===== src/rtl/cpu_pkg.sv =====
// Shared fetch-unit types: FSM state encoding, fault codes, NOP word and the redirect payload.
package cpu_pkg;

  localparam int unsigned XLEN = 32;
  localparam logic [XLEN-1:0] NOP_INSTR = 32'h0000_0013;

  typedef enum logic [1:0] {
    ST_BOOT  = 2'd0,
    ST_FETCH = 2'd1,
    ST_HOLD  = 2'd2,
    ST_FAULT = 2'd3
  } fetch_state_e;

  typedef enum logic [1:0] {
    FC_NONE        = 2'b00,
    FC_ACK_TIMEOUT = 2'b01,
    FC_MISALIGN    = 2'b10
  } fault_cause_e;

  // Control-flow information presented by the execute stage at retire.
  typedef struct packed {
    logic            pc_src;
    logic            jump_src;
    logic [XLEN-1:0] branch_target;
    logic [XLEN-1:0] jalr_target;
  } redirect_t;

endpackage


===== src/rtl/next_pc_sel.sv =====
// Combinational next-PC mux (sequential / branch / JALR) with word-alignment check.
module next_pc_sel
  import cpu_pkg::*;
(
  input  logic [XLEN-1:0] pc_plus4_i,
  input  redirect_t       redir_i,
  output logic [XLEN-1:0] next_pc_c,
  output logic            misaligned_c
);

  always_comb begin
    next_pc_c = pc_plus4_i;
    if (redir_i.pc_src) begin
      // JALR drops bit 0 before the alignment check, so only bit 1 can fault it.
      next_pc_c = redir_i.jump_src ? (redir_i.jalr_target & ~XLEN'(1))
                                   : redir_i.branch_target;
    end
  end

  assign misaligned_c = |next_pc_c[1:0];

endmodule


===== src/rtl/fetch_unit.sv =====
// Single-outstanding instruction fetch: BOOT/FETCH/HOLD/FAULT FSM, ack timeout counter,
// and PC/instruction registers handed to decode.
module fetch_unit
  import cpu_pkg::*;
#(
  parameter logic [31:0] RESET_PC    = 32'h0000_0000,
  parameter int unsigned ACK_TIMEOUT = 16
) (
  input  logic        clk,
  input  logic        rst,
  input  logic        PCSrc,
  input  logic        JumpSrc,
  input  logic [31:0] branch_target,
  input  logic [31:0] jalr_target,
  input  logic        retire,
  output logic        imem_req,
  output logic [31:0] imem_addr,
  input  logic        imem_ack,
  input  logic [31:0] imem_rdata,
  output logic [31:0] instr,
  output logic        instr_valid,
  output logic [31:0] pc,
  output logic [31:0] pc_plus4,
  output logic        fault,
  output logic [1:0]  fault_cause
);

  localparam int unsigned CNT_W = (ACK_TIMEOUT > 1) ? $clog2(ACK_TIMEOUT) : 1;
  localparam logic [CNT_W-1:0] CNT_LAST = CNT_W'(ACK_TIMEOUT - 1);

  fetch_state_e     state_q, state_d;
  fault_cause_e     cause_q, cause_d;
  logic [XLEN-1:0]  pc_q, pc_d;
  logic [XLEN-1:0]  pc_plus4_q, pc_plus4_d;
  logic [XLEN-1:0]  instr_q, instr_d;
  logic [CNT_W-1:0] cnt_q, cnt_d;
  logic             req_q, req_d;
  logic             valid_q, valid_d;
  logic             fault_q, fault_d;

  redirect_t        redir_c;
  logic [XLEN-1:0]  next_pc_c;
  logic             misaligned_c;

  always_comb begin
    redir_c.pc_src        = PCSrc;
    redir_c.jump_src      = JumpSrc;
    redir_c.branch_target = branch_target;
    redir_c.jalr_target   = jalr_target;
  end

  next_pc_sel u_next_pc_sel (
    .pc_plus4_i   (pc_plus4_q),
    .redir_i      (redir_c),
    .next_pc_c    (next_pc_c),
    .misaligned_c (misaligned_c)
  );

  // Next-state, counter and datapath updates; outputs are registered from the next state.
  always_comb begin
    state_d = state_q;
    cause_d = cause_q;
    pc_d    = pc_q;
    instr_d = instr_q;
    cnt_d   = cnt_q;

    case (state_q)
      ST_BOOT: begin
        state_d = ST_FETCH;
        cnt_d   = '0;
      end
      ST_FETCH: begin
        if (imem_ack) begin
          instr_d = imem_rdata;
          state_d = ST_HOLD;
          cnt_d   = '0;
        end else if (cnt_q == CNT_LAST) begin
          state_d = ST_FAULT;
          cause_d = FC_ACK_TIMEOUT;
          cnt_d   = '0;
        end else begin
          cnt_d = cnt_q + CNT_W'(1);
        end
      end
      ST_HOLD: begin
        if (retire) begin
          if (misaligned_c) begin
            state_d = ST_FAULT;
            cause_d = FC_MISALIGN;
          end else begin
            pc_d    = next_pc_c;
            state_d = ST_FETCH;
          end
        end
      end
      ST_FAULT: begin
        state_d = ST_FAULT;
      end
      default: begin
        state_d = ST_BOOT;
      end
    endcase

    pc_plus4_d = pc_d + XLEN'(4);
    req_d      = (state_d == ST_FETCH);
    valid_d    = (state_d == ST_HOLD);
    fault_d    = (state_d == ST_FAULT);
  end

  always_ff @(posedge clk) begin
    if (rst) begin
      state_q    <= ST_BOOT;
      cause_q    <= FC_NONE;
      pc_q       <= RESET_PC;
      pc_plus4_q <= RESET_PC + XLEN'(4);
      instr_q    <= NOP_INSTR;
      cnt_q      <= '0;
      req_q      <= 1'b0;
      valid_q    <= 1'b0;
      fault_q    <= 1'b0;
    end else begin
      state_q    <= state_d;
      cause_q    <= cause_d;
      pc_q       <= pc_d;
      pc_plus4_q <= pc_plus4_d;
      instr_q    <= instr_d;
      cnt_q      <= cnt_d;
      req_q      <= req_d;
      valid_q    <= valid_d;
      fault_q    <= fault_d;
    end
  end

  assign imem_req    = req_q;
  assign imem_addr   = pc_q;
  assign instr       = instr_q;
  assign instr_valid = valid_q;
  assign pc          = pc_q;
  assign pc_plus4    = pc_plus4_q;
  assign fault       = fault_q;
  assign fault_cause = cause_q;

endmodule


===== config.mk =====
export PLATFORM = sky130hd
export DESIGN_NAME = fetch_unit
export DESIGN_NICKNAME = d
export VERILOG_FILES = /design/src/rtl/cpu_pkg.sv /design/src/rtl/next_pc_sel.sv /design/src/rtl/fetch_unit.sv
export SDC_FILE = /design/constraint.sdc
export NUM_CORES = 1
export LEC_CHECK = 0
export BUFFER_PORTS_ARGS = -buffer_cell sky130_fd_sc_hd__buf_2
export CAP_MARGIN = 25
export CORE_MARGIN = 4
export CORE_UTILIZATION = 40
export DETAILED_ROUTE_END_ITERATION = 8
export PLACE_DENSITY = 0.73
export SKIP_CTS_REPAIR_TIMING = 1
export SLEW_MARGIN = 20
export SYNTH_ARGS = -nofsm -noshare
export SYNTH_HDL_FRONTEND = slang
export SYNTH_SLANG_ARGS = --single-unit

===== constraint.sdc =====
create_clock -name clk -period 5.45 [get_ports clk]
set_clock_uncertainty 0.1 [all_clocks]
set_input_delay 0.2725 -clock clk [delete_from_list [all_inputs] [get_ports clk]]
set_output_delay 0.2725 -clock clk [all_outputs]
set_load 0.05 [all_outputs]

== Yosys cells after proc, flatten, opt, wreduce, memory -nomap -nowiden ==
Cells that the tools add are included.
Word-level totals
  register bits: 107
  bits of input ports: 102
  output and inout port bits: 133
  logic and storage cells: 46
Operators by class
  add/subtract/negate cells: 2
  equal/unequal tests: 11
  mux-type cells: 18
  reductions and logical operators: 6
Operator list (number)
  32-bit 2-to-1 mux: 5
  32-bit by 3-bit adder with 32-bit output (second input constant): 1
  2-bit 2-to-1 mux: 8
  2-bit == test (second input constant): 4
  4-bit 2-to-1 mux: 2
  2-bit inequality test (second input constant): 4
  2-bit case mux with 4 select lines: 1
  4-bit case mux with 2 select lines: 1
  5-bit AND reduction: 1
  4-bit by 1-bit adder with 4-bit output (second input constant): 1
  2-bit by 1-bit == test with 1-bit output (second input constant): 2
  4-bit == test (second input constant): 1
  2-bit case mux with 2 select lines: 1
  2-bit nonzero test: 2
  2-bit logical NOT: 1
  2-bit AND reduction: 1
  2-bit OR reduction: 1

== Logic depth before layout (Yosys ltp) ==
Gate-level depths: netlist of the first run.
  depth in word-level cells: 7
  mapped depth: 18
  mapped depth without buffers: 13

== Hierarchy ==
A second synthesis of the first run with hierarchy kept.
Second synthesis, totals
  cell total of the unflattened synthesis: 666
  area total of the unflattened synthesis: 5435.2 um2
By module, submodules not included
  fetch_unit: times used 1, cells an instance 555, area an instance 4708.3 um2, sequential area each 2102.0 um2
  next_pc_sel: times used 1, cells an instance 111, area an instance 726.9 um2, sequential area each 0.0 um2

== Worst setup path before layout of the first run ==
Ideal clock, no wire load.
  kind: reg2reg
  start: register pc_q[0] (netlist: imem_addr[0])
  end: register pc_plus4_q[28] (netlist: pc_plus4[28])
  library setup time: 0.121 ns
  arrival: 3.874 ns
  data required time: 5.229 ns
  setup slack: 1.355 ns
  cell stages (with the launch flop): 17
  path buffers: 4
  clock period less this slack: 4.095 ns
  path through: dfxtp_1 -> o21bai_1 -> o311ai_2 -> clkbuf_1 -> clkbuf_1 -> clkbuf_1 -> buf_2 -> nand2_1 -> o21ai_0 -> ha_1 -> o21ai_0 -> a21oi_1 -> nand4_1 -> a22oi_1 -> nor3b_1 -> nand3_1 -> mux2_2
On the way
  longest elaborated chain between the ends: 4
RTL lines
  from (decl): line fetch_unit.sv:33  | logic [XLEN-1:0] pc_q, pc_d;
  from (signal assigned): line fetch_unit.sv:124  | pc_q <= pc_d;
  32-bit 2-to-1 mux: line fetch_unit.sv:87  | if (misaligned_c) begin
  32-bit 2-to-1 mux: line fetch_unit.sv:86  | if (retire) begin
  32-bit 2-to-1 mux (*): line fetch_unit.sv:67  | case (state_q)
  32-bit by 3-bit adder with 32-bit output (*): line fetch_unit.sv:104  | pc_plus4_d = pc_d + XLEN'(4);
  to (signal assigned): line fetch_unit.sv:115  | pc_plus4_q <= RESET_PC + XLEN'(4);
  to (signal assigned): line fetch_unit.sv:125  | pc_plus4_q <= pc_plus4_d;
  to (decl): line fetch_unit.sv:34  | logic [XLEN-1:0] pc_plus4_q, pc_plus4_d;
Mark *: on every way between the ends. The rest lies on a longest branch, timed or not.
A chain may end at the register's enable or synchronous reset.

== Worst setup path in the final report of the first run ==
  start: register state_q[1]
  end: register pc_plus4_q[29] (netlist: pc_plus4[29])
On the way
  longest elaborated chain between the ends: 3
RTL lines
  from (decl): line fetch_unit.sv:31  | fetch_state_e state_q, state_d;
  from (signal assigned): line fetch_unit.sv:122  | state_q <= state_d;
  2-bit == test: line fetch_unit.sv:67
  32-bit 2-to-1 mux: line fetch_unit.sv:67
  32-bit by 3-bit adder with 32-bit output: line fetch_unit.sv:104
Every way passes these cells.

==> results of run 1 <==
[through the flow]
step	power (mW)	worst slack, ns	instances	area (um2)
after global routing	1.717	1.293	966	6471
after floorplan	0.9955	1.355	608	5171
after detailed placement	1.069	1.637	949	6177
after CTS	1.663	1.534	965	6444
after global placement	1.064	1.651	948	6162
final	1.640	1.549	966	6471
[registers in the layout, indices dropped and copies added (netlist names)]
signal / cells
instr_valid: 1
imem_addr: 32
state_q: 2
imem_req: 1
fault_cause: 2
cnt_q: 4
instr: 32
fault: 1
pc_plus4: 30
[worst reg2reg max path, delay by kind of cell, from the launching register on]
family | cells | cell delay, ns
and+or+nand+nor | 3 | 1.36
AOI/OAI and AO/OA | 2 | 0.92
muxes | 2 | 0.57
DFF | 1 | 0.51
buffers and inverters | 1 | 0.33
[routing by layer]
layer,vias to the layer above,global-route usage (%)
li1,2411,-
met1,2184,22.72
met2,199,29.57
met3,17,5.153
met4,0,6.022
met5,-,0
[final cells by class]
cell class,instances,area [um2]
multi-input cells,426,2605
well taps,172,215.2
clock inverters,4,30.03
flip-flops and latches,105,2102
fillers,1245,6148
inverters,5,18.77
repair buffers,242,1264
clock buffers,12,236.5
[path summary, 6_finish.rpt]
kind                  end  slack (ns)  depth (start not counted)
max          pc_plus4[29]        1.55                          8
min              instr[4]        0.04                          3
max reg2reg  pc_plus4[29]        1.55                          8
min reg2reg     instr[28]        0.35                          2
[kinds of logic (layout without fill, tap and decap cells)]
kind of cell / after synthesis / count (layout) / synth area share [%]
simple gates: 238 / 238 / 21.87
fa+ha+maj: 2 / 2 / 0.4838
mux: 59 / 59 / 11.90
flops: 105 / 105 / 40.65
buf+inv: 77 / 263 / 9.170
compound gates: 110 / 110 / 13.04
xor+xnor: 17 / 17 / 2.879
[placed cells by master (no fill, tap or decap), types with 2 or more instances in the layout]
cell,synthesis,routed
a21oi_2,2,2
buf_2,8,232
o21ai_0,7,7
nand3_1,7,7
mux2_1,5,5
xor2_1,8,8
dfxtp_1,105,105
or2_2,3,3
a22oi_1,2,2
nor2_1,84,84
nor3_1,10,10
nor4_1,7,7
clkinv_4,0,2
a31oi_1,2,2
a21o_1,3,3
mux2_2,15,15
nand2_1,74,74
nand4_1,3,3
or4_1,2,2
nand3b_1,7,7
inv_1,5,5
nor3_2,3,3
nor2b_1,14,14
a21oi_1,68,68
nor3b_1,8,8
nand2b_1,4,4
a211oi_1,9,9
and3_1,4,4
ha_1,2,2
mux2i_1,39,39
buf_4,36,8
and3b_1,2,2
clkbuf_1,23,3
o31a_1,3,3
clkbuf_16,0,9
xnor2_1,9,9
[power by group through the flow]
stage                     clock network [mW]  registers (mW)  logic, mW
after global routing                   0.640           0.802      0.275
after global placement                     0           0.815      0.248
after CTS                              0.611           0.799      0.253
final                                  0.588           0.799      0.253
after detailed placement                   0           0.817      0.252
after floorplan                            0           0.879      0.117
==> impl_metrics.json, run 1 <==
{
  "outcome": "complete, no violations",
  "dr.first_iter.drc_count": 230,
  "pwr-share-seq_pct": 48.7,
  "n_antenna_cell": 0,
  "reg2reg_from": "state_q[1]",
  "dr_wl_met3_um": 1228,
  "grt_pass1_vias": 4463,
  "gp_congestion": 0.8076,
  "rows": 41,
  "start_kind": "register",
  "dr.max_layer_used": "met4",
  "cts_tree": "built",
  "cts.sink_count": 105,
  "period_share_pct": 71.58,
  "grt_pass1_wl_um": 21600,
  "cp.arrival_ns": 4.03,
  "die_h_um": 121.7,
  "drv_slew": 0,
  "first_pass_iters": 5,
  "synth_edf_count": 0,
  "met1_length_um": 5749,
  "hold_class": "input port to register",
  "drive_above_1_share_pct": 35.64,
  "syn_to_final_growth_pct": 25.14,
  "synth_area_mm2": 0.005171,
  "cp_data_required_time_ns": 5.58,
  "hpwl_um": 10230,
  "power.share.clock_pct": 35.9,
  "power_switching_share_pct": 27.76,
  "crit_slowest_cell": "or4_1",
  "htreeDepth": 3,
  "cp_top_family": "simple AND/OR/NAND/NOR gates",
  "grtUsageTotal_pct": 17.98,
  "slowest_delay_ns": 0.73,
  "start_util_pct": 40.98,
  "power.density_mw_per_mm2": 253.5,
  "overflow": 0,
  "syn_nets": 712,
  "cts_buffer_depth": 2,
  "slew_headroom_pct": 50.09,
  "final_util_pct": 51.28,
  "synth-main-ff-cell": "dfxtp_1",
  "final_net_count": 893,
  "synthArstFlopShare_pct": 0,
  "port_buffers": 233,
  "wl_met2_um": 6495,
  "max_freq_mhz": 256.3,
  "clkTransAtPathRegs_ns": 0.07,
  "switchingPower_mw": 0.4553,
  "p_int_mw": 1.185,
  "worst_setup_path_end_kind": "register",
  "period_needed_ns": 3.901,
  "yosys_warnings": 0,
  "drc": 0,
  "dieArea_mm2": 0.01481,
  "crit_start": "state_q[1]",
  "wirelength_um": 13700,
  "combPwrFrac_pct": 15.4,
  "finalSetupTns_ns": 0,
  "worstHoldStart": "imem_rdata[4]",
  "yosys.area.top_type": "dfxtp_1",
  "worstMarginPinSlew_ns": 0.7487,
  "yosysSeqAreaShare_pct": 40.65,
  "timing.hold.ws_ns": 0.03590,
  "avgSynthCellArea_um2": 8.505,
  "clk_latency_ns": 0.34,
  "p_leak_nw": 3.006,
  "grt_antenna_before_repair": 0,
  "synth.distinct_cells": 57,
  "yosysTopAreaCellShare_pct": 40.65,
  "rsz0062_at_grt": "false",
  "vias": 4811,
  "die_x_um": 121.7,
  "wl_per_cell_um": 14.18,
  "syn_inst": 608,
  "cp_num_buf_inv": 1,
  "crit_fanout": 17,
  "ys_ff_latch": 105,
  "max-vdd-ir-drop_mv": 0.1541,
  "io_pins": 235,
  "crit_type": "register to register",
  "crit_chain": "and3b_1, o311a_1, buf_4, mux2_2, o211ai_1, or4_1, nor4_2, mux2_1",
  "synth_area_leaders": "dfxtp_1 (41%), mux2i_1 (7.5%), a21oi_1 (6.6%)",
  "setup_violations": 0,
  "postRouteAntennaNets": 0,
  "cts_made_buffers": 9,
  "grt_max_degree": 100,
  "via_per_inst": 4.980,
  "hold_viol": 0,
  "cap_violations": 0,
  "root_buffer": "clkbuf_16",
  "synth.most_common_cell": "dfxtp_1",
  "ys_top_cells_by_count": "dfxtp_1 (105), nor2_1 (84), nand2_1 (74)",
  "core-area_mm2": 0.01262
}
Note: power is estimated with default switching activity, not from simulation.
==> run 2: changes to the inputs <==
- clock period: 5.45 -> 3.7 ns (I/O delays scaled with it)
==> impl_metrics.json, run 2 (same netlist as run 1, synthesis figures left out) <==
{
  "gp_congestion": 0.8342,
  "fillCellCount": 1181,
  "switchingPower_mw": 0.6857,
  "crit_fanout": 10,
  "die_x_um": 121.7,
  "n_antenna_cell": 0,
  "p_int_mw": 1.868,
  "cp_num_buf_inv": 0,
  "place_ws_ns": 0.3145,
  "hpwl_um": 10480,
  "power.density_mw_per_mm2": 373.6,
  "grt_pass1_wl_um": 21600,
  "period_share_pct": 91.84,
  "io_pins": 235,
  "final_util_pct": 54.16,
  "drv_slew": 0,
  "grt_max_degree": 100,
  "combPwrFrac_pct": 15.6,
  "wirelength_um": 14400,
  "max_freq_mhz": 294.3,
  "worstMarginPinSlew_ns": 1.001,
  "cap_violations": 0,
  "syn_to_final_growth_pct": 32.18,
  "htreeDepth": 3,
  "layout_common_cells": "buf_2 (232), dfxtp_1 (103), nor2_1 (84)",
  "cts.sink_count": 105,
  "worst_setup_path_end_kind": "register",
  "period_needed_ns": 3.398,
  "timing.hold.ws_ns": -0.01776,
  "start_util_pct": 40.98,
  "clk_latency_ns": 0.34,
  "drive_above_1_share_pct": 35.86,
  "power_switching_share_pct": 26.85,
  "via_per_inst": 4.882,
  "clkTransAtPathRegs_ns": 0.07,
  "first_pass_iters": 4,
  "worst_path_most_repeated_cell": "o21ai_0",
  "cp_top_family": "simple AND/OR/NAND/NOR gates",
  "slew_headroom_pct": 33.28,
  "hold_viol": 6,
  "drc": 0,
  "p_leak_nw": 3.185,
  "power_mw": 2.553,
  "power.share.clock_pct": 38.4,
  "violations": "negative hold slack",
  "grtUsageTotal_pct": 18.15,
  "rsz0062_at_grt": "false",
  "dieArea_mm2": 0.01481,
  "setup_violations": 0,
  "dr.first_iter.drc_count": 237,
  "core-area_mm2": 0.01262,
  "crit_slowest_cell": "nor3b_1",
  "cp_data_required_time_ns": 3.83,
  "post_dp_cell_area_mm2": 0.006270,
  "setup_ws_ns": 0.3019,
  "start_kind": "register",
  "outcome": "finished with violations",
  "grt_antenna_before_repair": 0,
  "root_buffer": "clkbuf_16",
  "layout_commonest_cell": "buf_2",
  "max-vdd-ir-drop_mv": 0.2539,
  "finalSetupTns_ns": 0,
  "cts_tree": "built",
  "cp.arrival_ns": 3.53,
  "crit_chain": "and3b_1, o311ai_4, o21ai_0, ha_1, o21ai_0, a21oi_1, nand4_1, a22oi_1, nor3b_1, nand3b_1, mux2_2",
  "cts_made_buffers": 9,
  "overflow": 0,
  "slowest_delay_ns": 0.52,
  "die_h_um": 121.7,
  "final_net_count": 930,
  "port_buffers": 233,
  "finish.instance_area_mm2": 0.006835,
  "crit_type": "register to register",
  "cts_buffer_depth": 2,
  "grt_pass1_vias": 4626,
  "vias": 4897,
  "hold_class": "input port to register",
  "wl_per_cell_um": 14.36,
  "pwr-share-seq_pct": 46.0,
  "postRouteAntennaNets": 0,
  "rows": 41
}
[run 2: cell count changes in the layout (fill, tap and decap cells not counted), sizes merged]
cell         delta
buf            +11
inv             +1
bufinv          +1
clkinv          -1
dlygate4sd3    +26
clkinvlp        -1
[run 2: routing by layer]
layer  part of all wire, %  GRT usage (%)
met5                     0              0
met4                  0.63          5.532
met3                   7.7          5.014
met2                    50          30.95
met1                    42          22.36
[run 2: power by group through the flow]
stage | clock (mW) | sequential [mW] | combinational (mW)
2_1_floorplan | 0 | 1.29 | 0.172
3_3_place_gp | 0 | 1.20 | 0.370
3_5_place_dp | 0 | 1.20 | 0.376
4_1_cts | 1.00 | 1.18 | 0.377
5_1_grt | 1.05 | 1.18 | 0.432
6_report | 0.979 | 1.18 | 0.398
[run 2: worst min-delay path, cell delays in order]
cell	delay, ns
buf_2	0.10
nand2_1	0.05
a21oi_1	0.05
[run 2: final cells by class]
cell class                 count  area (um2)  area share (%)
clock buffer                  12       256.5           3.753
clock inverter                 4       48.80          0.7139
inverter                       5       18.77          0.2746
multi-input combinational    426        2605           38.11
sequential                   105        2105           30.79
tap                          172       215.2           3.148
timing repair buffer         279        1587           23.21
[run 2: final timing paths]
kind	depth (start not counted)	to	slack (ns)	from
setup / recovery	11	pc_plus4[30]	0.30	state_q[0]
hold reg to reg	2	instr[30]	0.35	instr[30]
setup reg to reg	11	pc_plus4[30]	0.30	state_q[0]
hold / removal	3	instr[18]	-0.02	imem_rdata[18]
[run 2: metrics by stage]
stage,hold WS [ns],instances
2_1_floorplan,0.2092,608
3_3_place_gp,0.2949,960
3_5_place_dp,0.3034,961
4_1_cts,-0.06503,977
5_1_grt,-0.02535,1003
6_report,-0.01776,1003
